==> src/rtl/crc_msg_pkg.sv <==
// Shared constants and state encoding for the CRC message loader.
package crc_msg_pkg;

  localparam int WORDS     = 8;          // buffer depth in 32-bit words
  localparam int MAX_BYTES = 4 * WORDS;  // longest message the buffer holds
  localparam int LEN_W     = 6;          // result length width (must hold 32)
  localparam int BCNT_W    = 5;          // byte index width inside a message

  typedef enum logic [1:0] {
    S_FILL   = 2'd0,
    S_RUN    = 2'd1,
    S_RESULT = 2'd2,
    S_DROP   = 2'd3
  } state_e;

  // Byte count of a message whose final byte sits at index idx.
  function automatic logic [LEN_W-1:0] len_of(input logic [BCNT_W-1:0] idx);
    return {1'b0, idx} + LEN_W'(1);
  endfunction

endpackage

==> src/rtl/crc_msg_buf.sv <==
// 8 x 32 message buffer: byte-lane writes, big-endian lanes, async read.
module crc_msg_buf
  import crc_msg_pkg::*;
(
  input  logic        clk,
  input  logic        we,
  input  logic [4:0]  widx,
  input  logic [7:0]  wbyte,
  input  logic [2:0]  raddr,
  output logic [31:0] rdata
);

  // Contents are deliberately not reset; the driver only reads written lanes.
  logic [WORDS-1:0][31:0] mem_q;
  logic [31:0]            wword_d;

  // Merge the incoming byte into its word; lane 0 is the most significant byte.
  always_comb begin
    wword_d = mem_q[widx[4:2]];
    case (widx[1:0])
      2'd0:    wword_d[31:24] = wbyte;
      2'd1:    wword_d[23:16] = wbyte;
      2'd2:    wword_d[15:8]  = wbyte;
      default: wword_d[7:0]   = wbyte;
    endcase
  end

  // Word write-back of the merged lane.
  always_ff @(posedge clk) begin
    if (we) mem_q[widx[4:2]] <= wword_d;
  end

  assign rdata = mem_q[raddr];

endmodule

==> src/rtl/crc_msg_loader.sv <==
// Packs a byte stream into the message buffer, runs the CRC driver and
// returns the captured CRC with the message length on a result handshake.
module crc_msg_loader
  import crc_msg_pkg::*;
(
  input  logic        clk,
  input  logic        nrst,
  input  logic [7:0]  s_data,
  input  logic        s_valid,
  input  logic        s_last,
  output logic        s_ready,
  output logic        drv_en,
  output logic [7:0]  drv_length,
  input  logic [2:0]  drv_addr,
  output logic [31:0] drv_data,
  input  logic        drv_done,
  input  logic [15:0] drv_crc,
  output logic [15:0] m_crc,
  output logic [5:0]  m_len,
  output logic        m_trunc,
  output logic        m_valid,
  input  logic        m_ready
);

  state_e             state_q;
  logic [BCNT_W-1:0]  bcnt_q, bcnt_d;
  logic               drv_en_q;
  logic [7:0]         drv_length_q;
  logic [15:0]        m_crc_q;
  logic [LEN_W-1:0]   m_len_q;
  logic               m_trunc_q;
  logic               m_valid_q;

  logic               fill_we;
  logic               msg_end;

  // Byte input is open only while filling or draining a cut message,
  // and is held closed during reset.
  assign s_ready = nrst & ((state_q == S_FILL) | (state_q == S_DROP));
  assign fill_we = s_valid & s_ready & (state_q == S_FILL);
  // A message ends on its last byte, or when the buffer fills up.
  assign msg_end = s_last | (bcnt_q == BCNT_W'(MAX_BYTES - 1));
  assign bcnt_d  = bcnt_q + BCNT_W'(1);

  crc_msg_buf u_buf (
    .clk   (clk),
    .we    (fill_we),
    .widx  (bcnt_q),
    .wbyte (s_data),
    .raddr (drv_addr),
    .rdata (drv_data)
  );

  // Control FSM with byte counter and registered driver/result outputs.
  always_ff @(posedge clk or negedge nrst) begin
    if (!nrst) begin
      state_q      <= S_FILL;
      bcnt_q       <= '0;
      drv_en_q     <= 1'b0;
      drv_length_q <= '0;
      m_crc_q      <= '0;
      m_len_q      <= '0;
      m_trunc_q    <= 1'b0;
      m_valid_q    <= 1'b0;
    end else begin
      case (state_q)
        S_FILL: begin
          if (fill_we) begin
            if (msg_end) begin
              // Counter is left on the final index; cleared after the result.
              state_q      <= S_RUN;
              drv_en_q     <= 1'b1;
              drv_length_q <= {3'b000, bcnt_q};
              m_len_q      <= len_of(bcnt_q);
              m_trunc_q    <= ~s_last;
            end else begin
              bcnt_q <= bcnt_d;
            end
          end
        end
        S_RUN: begin
          if (drv_done) begin
            // Dropping drv_en here lets the driver leave its done state
            // before the next run can start.
            state_q   <= S_RESULT;
            drv_en_q  <= 1'b0;
            m_crc_q   <= drv_crc;
            m_valid_q <= 1'b1;
          end
        end
        S_RESULT: begin
          if (m_ready) begin
            m_valid_q <= 1'b0;
            bcnt_q    <= '0;
            state_q   <= m_trunc_q ? S_DROP : S_FILL;
          end
        end
        default: begin
          // Discard the tail of a cut message up to its last byte.
          if (s_valid && s_last) state_q <= S_FILL;
        end
      endcase
    end
  end

  assign drv_en     = drv_en_q;
  assign drv_length = drv_length_q;
  assign m_crc      = m_crc_q;
  assign m_len      = m_len_q;
  assign m_trunc    = m_trunc_q;
  assign m_valid    = m_valid_q;

endmodule

==> config.mk <==
export PLATFORM = sky130hd
export DESIGN_NAME = crc_msg_loader
export DESIGN_NICKNAME = d
export VERILOG_FILES = /design/src/rtl/crc_msg_pkg.sv /design/src/rtl/crc_msg_buf.sv /design/src/rtl/crc_msg_loader.sv
export SDC_FILE = /design/constraint.sdc
export NUM_CORES = 1
export LEC_CHECK = 0
export BUFFER_PORTS_ARGS = -buffer_cell sky130_fd_sc_hd__buf_2
export CAP_MARGIN = 25
export CORE_MARGIN = 2
export CORE_UTILIZATION = 35
export CTS_BUF_LIST = sky130_fd_sc_hd__clkbuf_16
export CTS_CLUSTER_DIAMETER = 50
export CTS_CLUSTER_SIZE = 25
export DETAILED_ROUTE_END_ITERATION = 10
export PLACE_DENSITY = 0.64
export SETUP_SLACK_MARGIN = 0.3
export SLEW_MARGIN = 15
export SYNTH_ARGS = -nofsm -noshare
export SYNTH_HDL_FRONTEND = slang
export SYNTH_SLANG_ARGS = --single-unit
==> constraint.sdc <==
create_clock -name clk -period 3.7 [get_ports clk]
set_input_delay 0.555 -clock clk [delete_from_list [all_inputs] [get_ports clk]]
set_output_delay 0.555 -clock clk [all_outputs]
set_load 0.03 [all_outputs]
==> metrics.yaml, run 1 <==
sta:
  finClkSkew_ps: 37.0
  grt_setup_unrepaired: "no"
  setup_viol: 0
  slew_headroom_pct: 33.1
  hold_viol_final: 0
  fin_crit_ps: 2880
  fin_crit_sh_pct: 77.9
  finalMaxSlewViolations: 0
  fmax_mhz: 347
  tightest_slew_ps: 1000
  holdWs_ps: 85.1
  final.setup.tns_ps: 0
pwr:
  p_sw_mw: 3.40
  power_frac_clock_pct: 29.6
  p_comb_share_pct: 26.6
  power.density_nw_per_um2: 648
  p_int_mw: 6.98
  irDropWorstVdd_uv: 491
  seq_power_share_pct: 43.8
  power_switching_share_pct: 32.7
  leakagePower_nw: 5.46
clock_tree:
  clock-sinks: 293
  cts_buffers: 30
  cts_resized: 0
  clock_latency_ps: 590
  cts_hold_buf: 0
  cts-root-buf: "clkbuf_16"
  post-cts-setup-buffer-count: 0
  clk_path_buf_depth: 3
  htree_num_levels: 1
  path_clk_slew_ps: 60
  cts_tree: "yes"
routing:
  drtIter0Drc: 811
  drt_pass1_iterations: 7
  ant_nets: 0
  post_drt_wl_per_cell_um: 24.2
  vias: 8526
  drt_wl_total_um: 35900
  drc: 0
  avgViaCountPerCell: 5.75
die:
  rows: 72
  die_area_um2: 41100
  coreArea_um2: 38800
  initial_utilization_pct: 35.6
  die-width_um: 203
  ios: 99
  die_height_um: 203
global_route:
  grt_antenna_before_repair: 0
  grt_max_degree: 39
  grt_overflow_total: 0
  grt_pass1_vias: 8686
  grt_pass1_wl_um: 53900
  grt_usage_pct: 17.4
place:
  placedInstanceArea_um2: 15000
  globalplace.congestion: 0.775
  dp_hpwl_um: 22600
  portBuffers: 95
critical_path:
  crit_type: "primary input to output pin"
  required_ps: 3140
  endpoint_kind: "output pin"
  path_max_fanout: 23
  r2r_slack_ps: 900
  crit_arrival_ps: 2330
  critPathLaunchType: "primary input"
logic_synthesis:
  ys_types: 55
  synth_ff_type: "edfxtp_1"
  synth_edf_count: 256
  ys_warn_count: 0
  syn_inst: 842
  ys_async_sr_fraction_pct: 12.6
  yosysSeqAreaShare_pct: 62.3
  syn_area_um2: 13800
  synth.avg_cell_area_um2: 16.4
  ys_seq_elements: 293
finish:
  drive_gt1_share_pct: 37.1
  insertedDiodeCount: 0
  final_core_util_pct: 41.3
  final_nets: 983
  finalInstanceArea_um2: 16000
  area_growth_pct: 15.9
hold_path:
  hp-class: "primary input to asynchronous set/reset pin"
run_status:
  status: "finished clean"
flow_run:
  cap_viol_max_count: 0
==> critical path: stages <==
cell and delay, ps:
buf_4 410, buf_4 320, mux4_2 520, mux2_2 310, buf_2 190
==> area by class of cell <==
cell class	instances	area [um^2]
fillers	3457	22800
flip-flops and latches	293	8620
multi-input cells	464	4780
repair buffers	139	908
clock buffers	30	751
well taps	518	648
clock inverters	26	265
inverters	13	48.8
==> cell usage after synthesis, types with 2 or more instances <==
cell | number | area (um^2)
a22oi_2 | 2 | 25.0
a211oi_1 | 14 | 105
a221oi_1 | 16 | 140
nor2_1 | 8 | 30.0
buf_8 | 2 | 30.0
mux2_2 | 73 | 822
nand2b_1 | 3 | 18.8
o211ai_1 | 8 | 60.1
a22oi_1 | 29 | 218
mux2i_1 | 23 | 230
inv_1 | 13 | 48.8
ha_1 | 9 | 113
a32o_1 | 11 | 110
o211ai_2 | 8 | 100
a2bb2oi_1 | 18 | 158
and3b_1 | 2 | 17.5
nand3_1 | 20 | 100
buf_4 | 17 | 128
and3_1 | 2 | 12.5
nand2_1 | 32 | 120
o21ai_0 | 17 | 85.1
mux4_2 | 65 | 1460
and2_1 | 2 | 12.5
a211oi_2 | 2 | 25.0
a22o_1 | 15 | 131
a21oi_1 | 26 | 130
a221o_1 | 16 | 160
nor2b_1 | 6 | 37.5
buf_1 | 10 | 37.5
buf_6 | 4 | 45.0
a211o_1 | 11 | 96.3
dfrtp_1 | 37 | 926
clkbuf_1 | 18 | 67.6
and2b_1 | 3 | 22.5
nor3_1 | 5 | 25.0
buf_2 | 21 | 105
edfxtp_1 | 256 | 7690
==> path summary, 6_finish.rpt <==
| path | startpoint | endpoint | depth (start not counted) |
|---|---|---|---|
| setup reg to reg | bcnt_q[4] | u_buf.mem_q[16] | 5 |
| hold / removal | nrst | m_crc[13] | 2 |
| setup / recovery | drv_addr[0] | drv_data[23] | 5 |
| max in group asynchronous | nrst | bcnt_q[3] | 2 |
| min in group clk | drv_crc[6] | m_crc[6] | 2 |
| hold reg to reg | m_len[3] | m_len[3] | 2 |
==> power by group through the flow <==
stage	Clock, mW	Sequential (mW)	Combinational [mW]
after detailed placement	0	4.62	2.76
after global routing	3.24	4.58	2.99
after floorplan	0	4.78	1.74
after CTS	3.13	4.55	2.76
final	3.07	4.55	2.76
after global placement	0	4.61	2.69
==> registers in the layout, summed over array words and instances, names as in the netlist <==
register / count
u_buf.mem_q: 256
m_crc: 16
m_len: 6
bcnt_q: 5
drv_length: 5
state_q: 2
drv_en: 1
m_trunc: 1
m_valid: 1
==> per-stage QoR <==
step | cells | setup slack, ps | power (mW)
2_1_floorplan | 844 | -184 | 6.52
3_3_place_gp | 1427 | 811 | 7.30
3_5_place_dp | 1427 | 785 | 7.38
4_1_cts | 1483 | 799 | 10.4
5_1_grt | 1483 | 719 | 10.8
6_report | 1483 | 819 | 10.4
==> kinds of logic (layout without fill, tap and decap cells) <==
family | after synthesis | count (layout) | synth area share (%)
xor+xnor | 2 | 2 | 0.127
buf+inv | 87 | 208 | 3.52
flops | 293 | 293 | 62.3
fa+ha+maj | 9 | 9 | 0.815
compound gates | 198 | 198 | 11.5
other cells | 1 | 3 | 0.0271
mux | 162 | 162 | 18.4
simple gates | 90 | 90 | 3.34
==> metal layers <==
metal,GRT usage [%],wire (um),vias to the layer above
met3,2.31,2520,49
li1,-,-,3689
met2,28.4,16900,372
met5,0,0,-
met4,4.74,767,0
met1,24.4,15700,4416
==> layout by cell type, fill, tap and decap left out, drive strengths merged, types with 15 or more instances in the layout <==
master   count
edfxtp     256
buf        139
mux2        73
mux4        66
dfrtp       37
nand2       32
a22oi       31
clkbuf      30
a21oi       26
mux2i       23
inv         22
nand3       20
a2bb2oi     18
o21ai       17
a221oi      16
a221o       16
a211oi      16
o211ai      16
a22o        15
clkinv      15
No activity file was read; power rests on OpenSTA's default activity.
==> run 2: changes to the inputs <==
Settings changed: ABC_AREA set to 1, PLACE_DENSITY 0.64 to 0.62.
Clock period 3.7 ns to 2.8 ns, I/O delays scaled along.
==> metrics.yaml, run 2 <==
pwr:
  irDropWorstVdd_uv: 750  # +53%
  power.density_nw_per_um2: 1020  # +57%
  total_power_mw: 17.5  # +68%
  leakagePower_nw: 7.39  # +35%
critical_path:
  cp_slowest_stage_delay_ps: 370  # -150 ps
  critPathLaunchType: "primary input"
  crit_type: "primary input to output pin"
  crit_path_cell_trace: "buf_2, buf_4, o21ai_0, o22ai_1, nand2_1, nand2_1, buf_2"
  path_max_fanout: 19  # -17%
  endpoint_kind: "output pin"
  crit_slowest_cell: "buf_2"
  rr_startpoint: "bcnt_q[2]"
  rr_worst_depth: 10  # +5
  required_ps: 2380  # -760 ps
  r2r_slack_ps: 510  # -390 ps
  critPathLaunch: "drv_addr[1]"
  crit_path_end: "drv_data[23]"
  r2r-end: "u_buf.mem_q[52]"
  crit_arrival_ps: 1920  # -410 ps
sta:
  slew_headroom_pct: 57.9  # +25 points
  finalMaxSlewViolations: 0  # unchanged
  fmax_mhz: 427
  tightest_slew_ps: 632  # -371 ps
  finClkSkew_ps: 26.1  # -10.9 ps
  holdWs_ps: 118  # +32.7 ps
  fin_crit_sh_pct: 83.5
  setup_viol: 0  # unchanged
  hold_viol_final: 0  # unchanged
  fin_crit_ps: 2340
  grt_setup_unrepaired: "no"
place:
  dp_hpwl_um: 24500  # +8.7%
  globalplace.congestion: 0.795  # +2.6%
  placedInstanceArea_um2: 16000  # +6.4%
  portBuffers: 95  # unchanged
clock_tree:
  path_clk_slew_ps: 60  # about the same
  clock_latency_ps: 530  # -60 ps
  clock-sinks: 293  # unchanged
  post-cts-setup-buffer-count: 0  # unchanged
  clk_path_buf_depth: 3  # unchanged
  htree_num_levels: 2  # +1
  cts_buffers: 35  # +17%
  cts_tree: "yes"
  cts-root-buf: "clkbuf_16"
routing:
  drt_pass1_iterations: 6  # -1
  ant_nets: 0  # unchanged
  post_drt_wl_per_cell_um: 18.3  # -24%
  drc: 0  # unchanged
  avgViaCountPerCell: 5.25  # -8.7%
  vias: 12406  # +46%
  drt_wl_total_um: 43300  # +21%
  drtIter0Drc: 1038  # +28%
logic_synthesis:
  yosysSeqAreaShare_pct: 58.3  # -4.0 points
  syn_inst: 1727  # +110%
  synth_top_family_by_area: "simple AND/OR/NAND/NOR gates"
  netlist_top_cells_count: "nand2_1 (910), edfxtp_1 (256), nor2_1 (132)"
  synth_mux_area_share_pct: 1.22  # -17 points
  synth_top_cells_by_area: "edfxtp_1 (52%), nand2_1 (23%), dfrtp_1 (6.3%)"
  ys_warn_count: 0  # unchanged
  synth_edf_count: 256  # unchanged
  ys_async_sr_fraction_pct: 12.6  # unchanged
  synth_top_area_share_pct: 52.0  # -3.6 points
  ys_seq_elements: 293  # unchanged
  syn_area_um2: 14800  # +6.9%
  yosys.area_share.simple_pct: 27.5  # +24 points
  synthAdderAreaFrac_pct: 0.762  # -0.053 points
  ys_types: 30  # -45%
  synth.avg_cell_area_um2: 8.55  # -48%
  synth_ff_type: "edfxtp_1"
  yosysMostFrequentCell: "nand2_1"
  synth_largest_area_cell: "edfxtp_1"
  synth_xor_area_share_pct: 0.0593  # -0.067 points
  synth_compound_area_share_pct: 7.86  # -3.6 points
global_route:
  grt_antenna_before_repair: 0  # unchanged
  grt_max_degree: 129  # +230%
  grt_pass1_vias: 12047  # +39%
  grt_usage_pct: 19.6  # +2.3 points
  grt_pass1_wl_um: 66800  # +24%
  grt_overflow_total: 0  # unchanged
die:
  die_area_um2: 43900  # +6.8%
  ios: 99  # unchanged
  coreArea_um2: 41800  # +7.6%
  die-width_um: 209  # +3.3%
  die_height_um: 209  # +3.3%
  initial_utilization_pct: 35.4  # -0.22 points
  rows: 75  # +4.2%
hold_path:
  hp-class: "primary input to register"
finish:
  drive_gt1_share_pct: 12.9  # -24 points
  finalInstanceArea_um2: 17100  # +6.9%
  insertedDiodeCount: 0  # unchanged
  fillers: 4105  # +19%
  final_common_cell: "nand2_1"
  largest_reg_flops: 256  # unchanged
  area_growth_pct: 15.9  # about the same
  most-common-layout-cells: "nand2_1 (910), edfxtp_1 (256), nor2_1 (132)"
  final_core_util_pct: 41.0  # -0.24 points
  final_nets: 1841  # +87%
flow_run:
  cap_viol_max_count: 0  # unchanged
run_status:
  status: "finished clean"
==> run 2: cell families (layout without fill, tap and decap cells) <==
kind of cell	count (synthesis)	after routing
simple gates	1063	1063
flops	293	293
compound gates	212	212
fa+ha+maj	9	9
buf+inv	132	228
other cells	1	3
mux	16	16
xor+xnor	1	1
==> run 2: worst min path at each step <==
stage,from,to,slack [ps],cells past startpoint
3_5_place_dp,m_len[2],m_len[2],470,2
6_report,s_last,m_trunc,120,2
4_1_cts,s_last,m_trunc,110,2
2_1_floorplan,nrst,bcnt_q[0],120,0
3_3_place_gp,m_len[4],m_len[4],450,2
5_1_grt,s_last,m_trunc,120,2
==> run 2: timing repair <==
item                                   in CTS  in global routing
setup endpoints to repair                   0                  2
gates resized for setup                     0                  1
endpoints found under the hold margin      37                  0
hold buffers                                1                  0
==> run 2: routing by layer <==
layer	global-route usage, %	vias to the layer above	part of all wire (%)
li1	-	5835	-
met1	26.7	5915	43
met2	32.0	578	46
met3	3.32	78	8.5
met4	6.26	0	2.4
met5	0	-	0
==> run 2: power by group <==
group          switching, mW  total [mW]  leakage, nW  internal (mW)
Sequential             0.302        6.63         2.77           6.33
Combinational           4.70        6.33         4.05           1.63
Clock                   1.83        4.51        0.566           2.68
==> run 2: critical path: cells and delay by family <==
kind / cells / cell delay (ps)
buffers and inverters: 3 / 940
AO/OA/AOI/OAI: 2 / 340
AND/OR/NAND/NOR: 2 / 200
==> run 2: metrics by stage <==
stage | worst slack (ps) | TNS [ps] | std cells
after floorplan | -24.7 | -790 | 1729
after global placement | 472 | 0 | 2300
after detailed placement | 475 | 0 | 2300
after CTS | 469 | 0 | 2364
after global routing | 312 | 0 | 2364
final | 461 | 0 | 2364
==> run 2: layout make-up <==
type	instances	area [um^2]	share of cell area (%)
clock buffer	35	876	5.11
clock inverter	28	270	1.58
inverter	24	95.1	0.555
multi-input combinational	1304	5670	33.1
sequential	293	8620	50.3
tap	539	674	3.94
timing repair buffer	141	926	5.41
